**src/rtl/icache_ctrl_if.sv**
```systemverilog
// CPU fetch and instruction-memory signals of the instruction cache.
// The cache takes the slave side. The master side is the CPU fetch stage
// plus the memory.
interface icache_ctrl_if;
    logic [31:0]  address;
    logic         read;
    logic         flush;
    logic [31:0]  instruction;
    logic         busywait;
    logic         mem_read;
    logic [27:0]  mem_address;
    logic [127:0] mem_readdata;
    logic         mem_busywait;

    modport master (
        output address, read, flush, mem_readdata, mem_busywait,
        input  instruction, busywait, mem_read, mem_address
    );

    modport slave (
        input  address, read, flush, mem_readdata, mem_busywait,
        output instruction, busywait, mem_read, mem_address
    );
endinterface

```
**src/rtl/icache_ctrl.sv**
```systemverilog
// Direct-mapped instruction cache with 4-word lines.
// A hit returns the instruction in the same cycle with no wait.
// A miss stalls the CPU and fills the line from a multi-cycle memory.
// A flush invalidates every line. If the flush arrives during a fill, it is
// deferred until the fill has finished.
module icache_ctrl #(
    parameter int INDEX_BITS = 3,
    parameter int TAG_BITS   = 25
) (
    input logic          CLK,
    input logic          RESET,
    icache_ctrl_if.slave bus
);
    localparam int LINES = 1 << INDEX_BITS;

    typedef enum logic [1:0] {IDLE, MEM_READ, UPDATE} state_t;

    state_t state, state_next;

    logic [LINES-1:0]    valid;
    logic [TAG_BITS-1:0] tag_array  [LINES];
    logic [127:0]        data_array [LINES];
    logic [127:0]        fill_q;
    logic [31:0]         instr_q;
    logic                flush_pending;

    logic [1:0]            offset;
    logic [INDEX_BITS-1:0] index;
    logic [TAG_BITS-1:0]   tag;
    logic [127:0]          line;
    logic [31:0]           word;
    logic                  hit;

    // Control decoded from state
    logic        serve;
    logic        fill_en;
    logic        clear_valid;
    logic        busywait;
    logic        mem_read;
    logic [27:0] mem_address;

    // Bits [1:0] of the address select a byte within a word, so they are not used.
    logic unused_addr;
    assign unused_addr = ^bus.address[1:0];

    assign offset = bus.address[3:2];
    assign index  = bus.address[INDEX_BITS+3:4];
    assign tag    = bus.address[31:INDEX_BITS+4];
    assign line   = data_array[index];
    assign hit    = bus.read & valid[index] & (tag_array[index] == tag);

    // Select the requested word from the indexed line.
    always_comb begin
        word = line[31:0];
        case (offset)
            2'd0: word = line[31:0];
            2'd1: word = line[63:32];
            2'd2: word = line[95:64];
            2'd3: word = line[127:96];
            default: word = line[31:0];
        endcase
    end

    // Next-state and output decode. A pending flush takes one whole IDLE
    // cycle with busywait high, so that the next lookup sees the cleared valids.
    always_comb begin
        state_next  = state;
        busywait    = 1'b0;
        mem_read    = 1'b0;
        mem_address = 28'h0;
        serve       = 1'b0;
        fill_en     = 1'b0;
        clear_valid = 1'b0;
        case (state)
            IDLE: begin
                if (flush_pending) begin
                    busywait    = 1'b1;
                    clear_valid = 1'b1;
                end else begin
                    clear_valid = bus.flush;
                    if (hit) begin
                        serve = 1'b1;
                    end else if (bus.read) begin
                        busywait   = 1'b1;
                        state_next = MEM_READ;
                    end
                end
            end
            MEM_READ: begin
                mem_read    = 1'b1;
                mem_address = bus.address[31:4];
                busywait    = 1'b1;
                if (!bus.mem_busywait) begin
                    fill_en    = 1'b1;
                    state_next = UPDATE;
                end
            end
            UPDATE: begin
                busywait   = 1'b1;
                state_next = IDLE;
            end
            default: state_next = IDLE;
        endcase
    end

    assign bus.busywait    = busywait;
    assign bus.mem_read    = mem_read;
    assign bus.mem_address = mem_address;
    assign bus.instruction = serve ? word : instr_q;

    // State register. Reset abandons any fill in flight.
    always_ff @(posedge CLK) begin
        if (RESET) state <= IDLE;
        else       state <= state_next;
    end

    // A flush seen during a fill is remembered until the cache is back in IDLE.
    always_ff @(posedge CLK) begin
        if (RESET)                                flush_pending <= 1'b0;
        else if (state != IDLE && bus.flush)      flush_pending <= 1'b1;
        else if (state == IDLE && flush_pending)  flush_pending <= 1'b0;
    end

    // Valid bits: cleared by reset or flush, set when a line is installed.
    always_ff @(posedge CLK) begin
        if (RESET)                valid        <= '0;
        else if (clear_valid)     valid        <= '0;
        else if (state == UPDATE) valid[index] <= 1'b1;
    end

    // Capture the returned block in the cycle the memory drops busywait.
    always_ff @(posedge CLK) begin
        if (fill_en) fill_q <= bus.mem_readdata;
    end

    // Install the filled line. Tag and data have no reset because valid guards them.
    always_ff @(posedge CLK) begin
        if (state == UPDATE) begin
            tag_array[index]  <= tag;
            data_array[index] <= fill_q;
        end
    end

    // Hold the last served instruction while read is low or the CPU is stalled.
    always_ff @(posedge CLK) begin
        if (RESET)      instr_q <= 32'h0;
        else if (serve) instr_q <= word;
    end
endmodule

```
**src/flat_wrapper.sv**
```systemverilog
// flat-port wrapper written by rule: the top's interface ports become plain ports
module icache_ctrl_flat 
#(
    parameter int INDEX_BITS = 3,
    parameter int TAG_BITS   = 25
)
  (CLK, RESET, bus_address, bus_read, bus_flush, bus_mem_readdata, bus_mem_busywait, bus_instruction, bus_busywait, bus_mem_read, bus_mem_address);
  icache_ctrl_if bus_i ();
  input logic CLK;
  input logic RESET;
  input wire logic [$bits(bus_i.address)-1:0] bus_address;
  input wire logic [$bits(bus_i.read)-1:0] bus_read;
  input wire logic [$bits(bus_i.flush)-1:0] bus_flush;
  input wire logic [$bits(bus_i.mem_readdata)-1:0] bus_mem_readdata;
  input wire logic [$bits(bus_i.mem_busywait)-1:0] bus_mem_busywait;
  output wire logic [$bits(bus_i.instruction)-1:0] bus_instruction;
  output wire logic [$bits(bus_i.busywait)-1:0] bus_busywait;
  output wire logic [$bits(bus_i.mem_read)-1:0] bus_mem_read;
  output wire logic [$bits(bus_i.mem_address)-1:0] bus_mem_address;
  assign bus_i.address = bus_address;
  assign bus_i.read = bus_read;
  assign bus_i.flush = bus_flush;
  assign bus_i.mem_readdata = bus_mem_readdata;
  assign bus_i.mem_busywait = bus_mem_busywait;
  assign bus_instruction = bus_i.instruction;
  assign bus_busywait = bus_i.busywait;
  assign bus_mem_read = bus_i.mem_read;
  assign bus_mem_address = bus_i.mem_address;
  icache_ctrl #(.INDEX_BITS(INDEX_BITS), .TAG_BITS(TAG_BITS)) u_core (.CLK(CLK), .RESET(RESET), .bus(bus_i));
endmodule
```
**config.mk**
```make
export PLATFORM = sky130hd
export DESIGN_NAME = icache_ctrl_flat
export DESIGN_NICKNAME = d
export VERILOG_FILES = /design/src/rtl/icache_ctrl_if.sv /design/src/rtl/icache_ctrl.sv /design/src/flat_wrapper.sv
export SDC_FILE = /design/constraint.sdc
export NUM_CORES = 1
export LEC_CHECK = 0
export CAP_MARGIN = 20
export CORE_MARGIN = 5
export CORE_UTILIZATION = 60
export CTS_CLUSTER_SIZE = 28
export DETAILED_ROUTE_END_ITERATION = 10
export PLACE_DENSITY = 0.87
export RECOVER_POWER = 25
export SETUP_SLACK_MARGIN = 0.1
export SYNTH_ARGS = -nofsm -noshare
export SYNTH_HDL_FRONTEND = slang
export SYNTH_SLANG_ARGS = --single-unit
export TNS_END_PERCENT = 5
```
**constraint.sdc**
```tcl
create_clock -name CLK -period 23.3 [get_ports CLK]
set_input_delay 4.66 -clock CLK [delete_from_list [all_inputs] [get_ports CLK]]
set_output_delay 4.66 -clock CLK [all_outputs]
set_load 0.005 [all_outputs]
```
# After elaboration in Yosys (flattened, before gate mapping)
# Memory sizes are Yosys's and may differ from the RTL's.
# Cells that the tools add are included.
[totals]
ff_bits = 171
inputBits = 165
ramBits = 1224
out_inout_bits = 62
wordCells = 60
mem_count = 2
[classes]
n_mux = 28
magnitude_cmp = 2
n_bitwise = 3
n_reduce_logical = 10
eq_ne = 10
[mem_list]
columns = ["name", "words", "width", "rd", "rd_clocked_by_memory_dff", "write_ports", "line", "source"]
rows = [
  ["u_core.data_array", 8, 128, 1, 0, 1, "icache_ctrl.sv:22", "logic [127:0] data_array [LINES];"],
  ["u_core.tag_array", 8, 25, 1, 0, 1, "icache_ctrl.sv:21", "logic [TAG_BITS-1:0] tag_array [LINES];"],
]
[ops]
columns = ["op", "n"]
rows = [
  ["one-hot mux 32 bit (4 select lines)", 1],
  ["two-way mux 32 bit", 1],
  ["two-way mux 28 bit", 1],
  ["equality test 25 bit", 1],
  ["two-way mux 1 bit", 17],
  ["two-way mux 2 bit", 4],
  ["inequality test 2 bit, second input constant", 4],
  ["OR 8 bit", 1],
  ["equality test 2 bit, second input constant", 3],
  ["equality test 2 x 1 -> 1 bit, second input constant", 2],
  ["logical NOT 2 bit", 2],
  ["less-than comparator 3 x 4 -> 1 bit, second input constant", 1],
  ["one-hot mux 2 bit (2 select lines)", 1],
  ["AND reduction 4 bit", 1],
  ["nonzero test 2 bit", 2],
  ["OR reduction 2 bit", 2],
  ["binary-select mux 1 bit (select 3 bit)", 1],
  ["demux 1 bit (select 3 bit)", 1],
  [">= comparator 3 x 1 -> 1 bit, second input constant", 1],
  ["logical AND 1 bit", 3],
  ["AND 1 bit", 2],
  ["one-hot mux 1 bit (2 select lines)", 1],
]

# Longest topological paths before layout
[logic_depth]
word_depth = 8
mapped_depth = 15
mapped_depth_nobuf = 8

# Worst setup path after synthesis
# OpenSTA, ideal clock, no wires.
[synth_path]
path_kind = "input-to-reg"
startpoint = "input bus_address[4]"
endpoint = "memory u_core.data_array[1][0] (enable)"
t_arrival_ps = 16802
required_ps = 22444
path_buffers = 9
path_slack_ps = 5642
setup_ps = 856
stages = 11
cell_sequence = "buf_6 buf_6 buf_6 buf_4 buf_2 buf_4 buf_6 buf_4 buf_2 nand2_1 nor3_1"
[synth_lines]
columns = ["element", "line", "source"]
rows = [
  ["from (decl)", "flat_wrapper.sv:11", "input wire logic [$bits(bus_i.address)-1:0] bus_address;"],
  ["to (decl)", "icache_ctrl.sv:22", ""],
]
# No word-level cell before the write port.

# Worst setup path in the final report
[layout_path]
startpoint = "input bus_address[5]"
endpoint = "output bus_instruction[19]"
[layout_via]
elab_chain_len = 8
elab_cells_between_ends = 12
cone_classes = "eq/ne: 1; mux: 7; bitwise: 2; memory: 2"
[layout_rtl]
columns = ["element", "line", "source"]
rows = [
  ["parallel branches: the longest is 7 deep, another holds memory (8 x 25 bit)", "--", ""],
  ["two-way mux 32 bit *", "--", ""],
  ["to (decl)", "flat_wrapper.sv:16", "output wire logic [$bits(bus_i.instruction)-1:0] bus_instruction;"],
]
# Mark *: on every way between the ends. The select of a mux whose other input is x is not followed.

==> metrics.txt <==
status=completed; Mapped Nets=2,913; Fin. Hold Viols=0; total number of vias=28,840; wire per inst=slightly above 30 um; sequential-to-total area share from yosys stat=77.45%; DIE HEIGHT=308.7 um; Setup WS pre-CTS=6771 ps; remaining routing DRC violations=0; total clock sinks=1,395; clk buf depth=3; Final nets=3,155; # Post-CTS Setup Buffers=0; area grow syn2layout=14.06%; Pleak=roughly 20 nW; peak supply drop=about 0.000081 V; max-cap viol count=0; CTS tree=yes; antenna diode count=0; initial drt markers=4,177; CP delay by family, top=buffers and inverters; via/cell ratio=6.795; area of the multi-input gates=11,330 um2; worst hold path cell count=1; critical-path cell list=buf_8 > buf_4 > buf_16 > buf_4 > nand2_2 > o22a_1 > a21oi_1 > o211ai_1 > a2111oi_2 > and4_1 > nand2_1 > o21ai_0 > clkdlybuf4s50_1; PwrDens=84.66 nW/um2; Yosys cell types=64; htree depth=4; commonest cells after routing, fill and taps aside=edfxtp_1, clkdlybuf4s50_1, mux4_2, mux2_2, clkbuf_16; Setup CP Type=input port to output port; CTS buffer count=134; hpwl dp=66,330 um; Post-synth EDFFs=1,352; largest family of logic cells by synthesized area=multiplexers; die area=95,290 um2; gpl congestion=slightly below 0.8; CP max stage delay=1100 ps; DRT antenna net count=0; Crit. End Element=output port; row count=109; Startpoint Class=input port; antenna violations before repair=4; share of layout cells above drive strength 1=18.38%; Synth Cell Area=53,530 um2; io pins=approximately 230; Mapped Cells=2,744; Filler Cell Count=roughly 4,900; Max-slew headroom=20.56%; Slowest-stage cell, CP=and4_1; Synth Area in Simple Gates=~2.6%; Reg clk slew, reported paths=60 ps; Starting Density=between 60% and 70%; cts repair resizes=0; vias in the first global route=a little under 30,000; critical path depth=13; Crit path buffers/inverters=5; Skew-Pair Late Insertion Delay=740 ps; most frequent CP cell=buf_4; max frequency=0.05995 GHz; first-pass GRT wire length=roughly 190,000 um; hold buffer count at CTS=0; TNS Setup=0 ps; Avg Synthesized Cell Area=19.51 um2; grt ovf=0; post-synthesis mux area share=12.73%; Worst Setup Slack, final=6618 ps; Post-synth ARST share=0%; Worst Skew=33.36 ps; worst min path class=flop to flop; crit path time final=16,680 ps; Post-Synth Adder-Cell Area=less than 1%; Compound-Gate Fraction of Synth Area=5.245%; RSZ-0062 raised after global routing=no; Worst EP required=between 15,000 and 20,000 ps; die width=308.7 um; flops & latches, synth=1,395; Core ar.=88,510 um2; Synth Area in XOR/XNOR=less than 1%; max-slew violation count=0; Design Power=5.169 mW; register area=41,460 um2; worst-margin pin slew=1192 ps; end-of-flow core utilization=between 60% and 70%; largest net degree at the start of global routing=145; crit path DAT=12,020 ps; root buffer cell=clkbuf_16; ys flop type=edfxtp_1; most common cell after layout, fill and taps aside=edfxtp_1; CP max FO=90; drt total wl=about 130,000 um; Worst R2R Path Depth=8; period utilization=between 70% and 80%; Hold Slack=~470 ps; final setup fails=0; I/O Buffers=224; synth warn=0; First-pass DRT Iterations=8; gr usage total=a little over a quarter
## cells in the mapped netlist (all sizes together), types with 4 or more instances
cell type / count / area (um2)
inv: 8 / 30.03
clkbuf: 62 / 232.7
ha: 4 / 50.05
o22ai: 37 / 231.5
o221ai: 11 / 96.34
dfxtp: 43 / 860.8
edfxtp: 1352 / 40600
xor2: 15 / 131.4
buf: 97 / 575.6
nand2b: 11 / 68.82
a21oi: 65 / 325.3
mux4: 171 / 3851
a22oi: 126 / 945.9
mux2i: 121 / 1224
a211oi: 19 / 142.6
nor2b: 13 / 81.33
nor3: 9 / 50.05
nor2: 88 / 337.8
nand4: 10 / 68.81
mux2: 154 / 1738
a31oi: 5 / 31.28
o211ai: 10 / 75.07
or3: 4 / 25.02
a221oi: 11 / 96.34
o21a: 8 / 60.06
xnor2: 5 / 43.79
and2: 30 / 187.7
o2111ai: 6 / 52.55
o21ai: 111 / 555.5
nand3: 18 / 90.09
nand3b: 5 / 37.54
nand2: 82 / 307.8
## where the power goes
part / internal (mW) / leakage, nW / switching (mW)
clock network: 1.12 / 1.96 / 0.907
logic: 0.119 / 5.13 / 0.184
registers: 2.80 / 12.5 / 0.0324
total: 4.04 / 19.6 / 1.12
## final cells by class
cell class	count	area share, %
Inverter	8	0.04918
Multi-Input combinational cell	1182	18.56
Tap cell	1165	2.387
Timing Repair Buffer	265	4.455
Clock buffer	175	5.863
Clock inverter	55	0.7746
Sequential cell	1395	67.91
## final timing paths
path	start	endpoint	slack, ps
setup reg to reg	u_core.tag_array[5][23]	u_core.instr_q[28]	18470
setup / recovery	bus_address[5]	bus_instruction[19]	6620
hold reg to reg	u_core.valid[2]	u_core.valid[2]	470
hold / removal	u_core.valid[2]	u_core.valid[2]	470
## routing by layer
layer  part of all wire (%)  vias up  wire length [um]  GRT usage, %
met5                  0.025        -                33             0
met4                    4.2        4              5412         11.09
met3                     12      403             15210         6.566
met2                     49     2233             63500         43.72
met1                     35    14550             45610         36.40
li1                       -    11650                 -             -
## metrics by stage
step	area [um2]	instances
3_3_place_gp	56900	4011
4_1_cts	61010	4243
2_1_floorplan	53530	2744
3_5_place_dp	56960	4013
6_report	61050	4245
5_1_grt	61050	4245
## cells by family (layout without fill, tap and decap cells)
family,Yosys count,in the layout
flip-flops,1395,1395
multiplexers,446,446
AO/OA/AOI/OAI,428,428
AND/OR/NAND/NOR,284,284
buffers and inverters,167,503
XOR/XNOR,20,20
adder cells (fa/ha/maj),4,4
## sequential cells by signal (all words and copies together), names as in the netlist
name,flops
u_core.instr_q,32
u_core.state,2
u_core.valid,8
u_core.fill_q,128
u_core.tag_array,200
u_core.flush_pending,1
u_core.data_array,1024
Power figures use the tool's default switching activity.
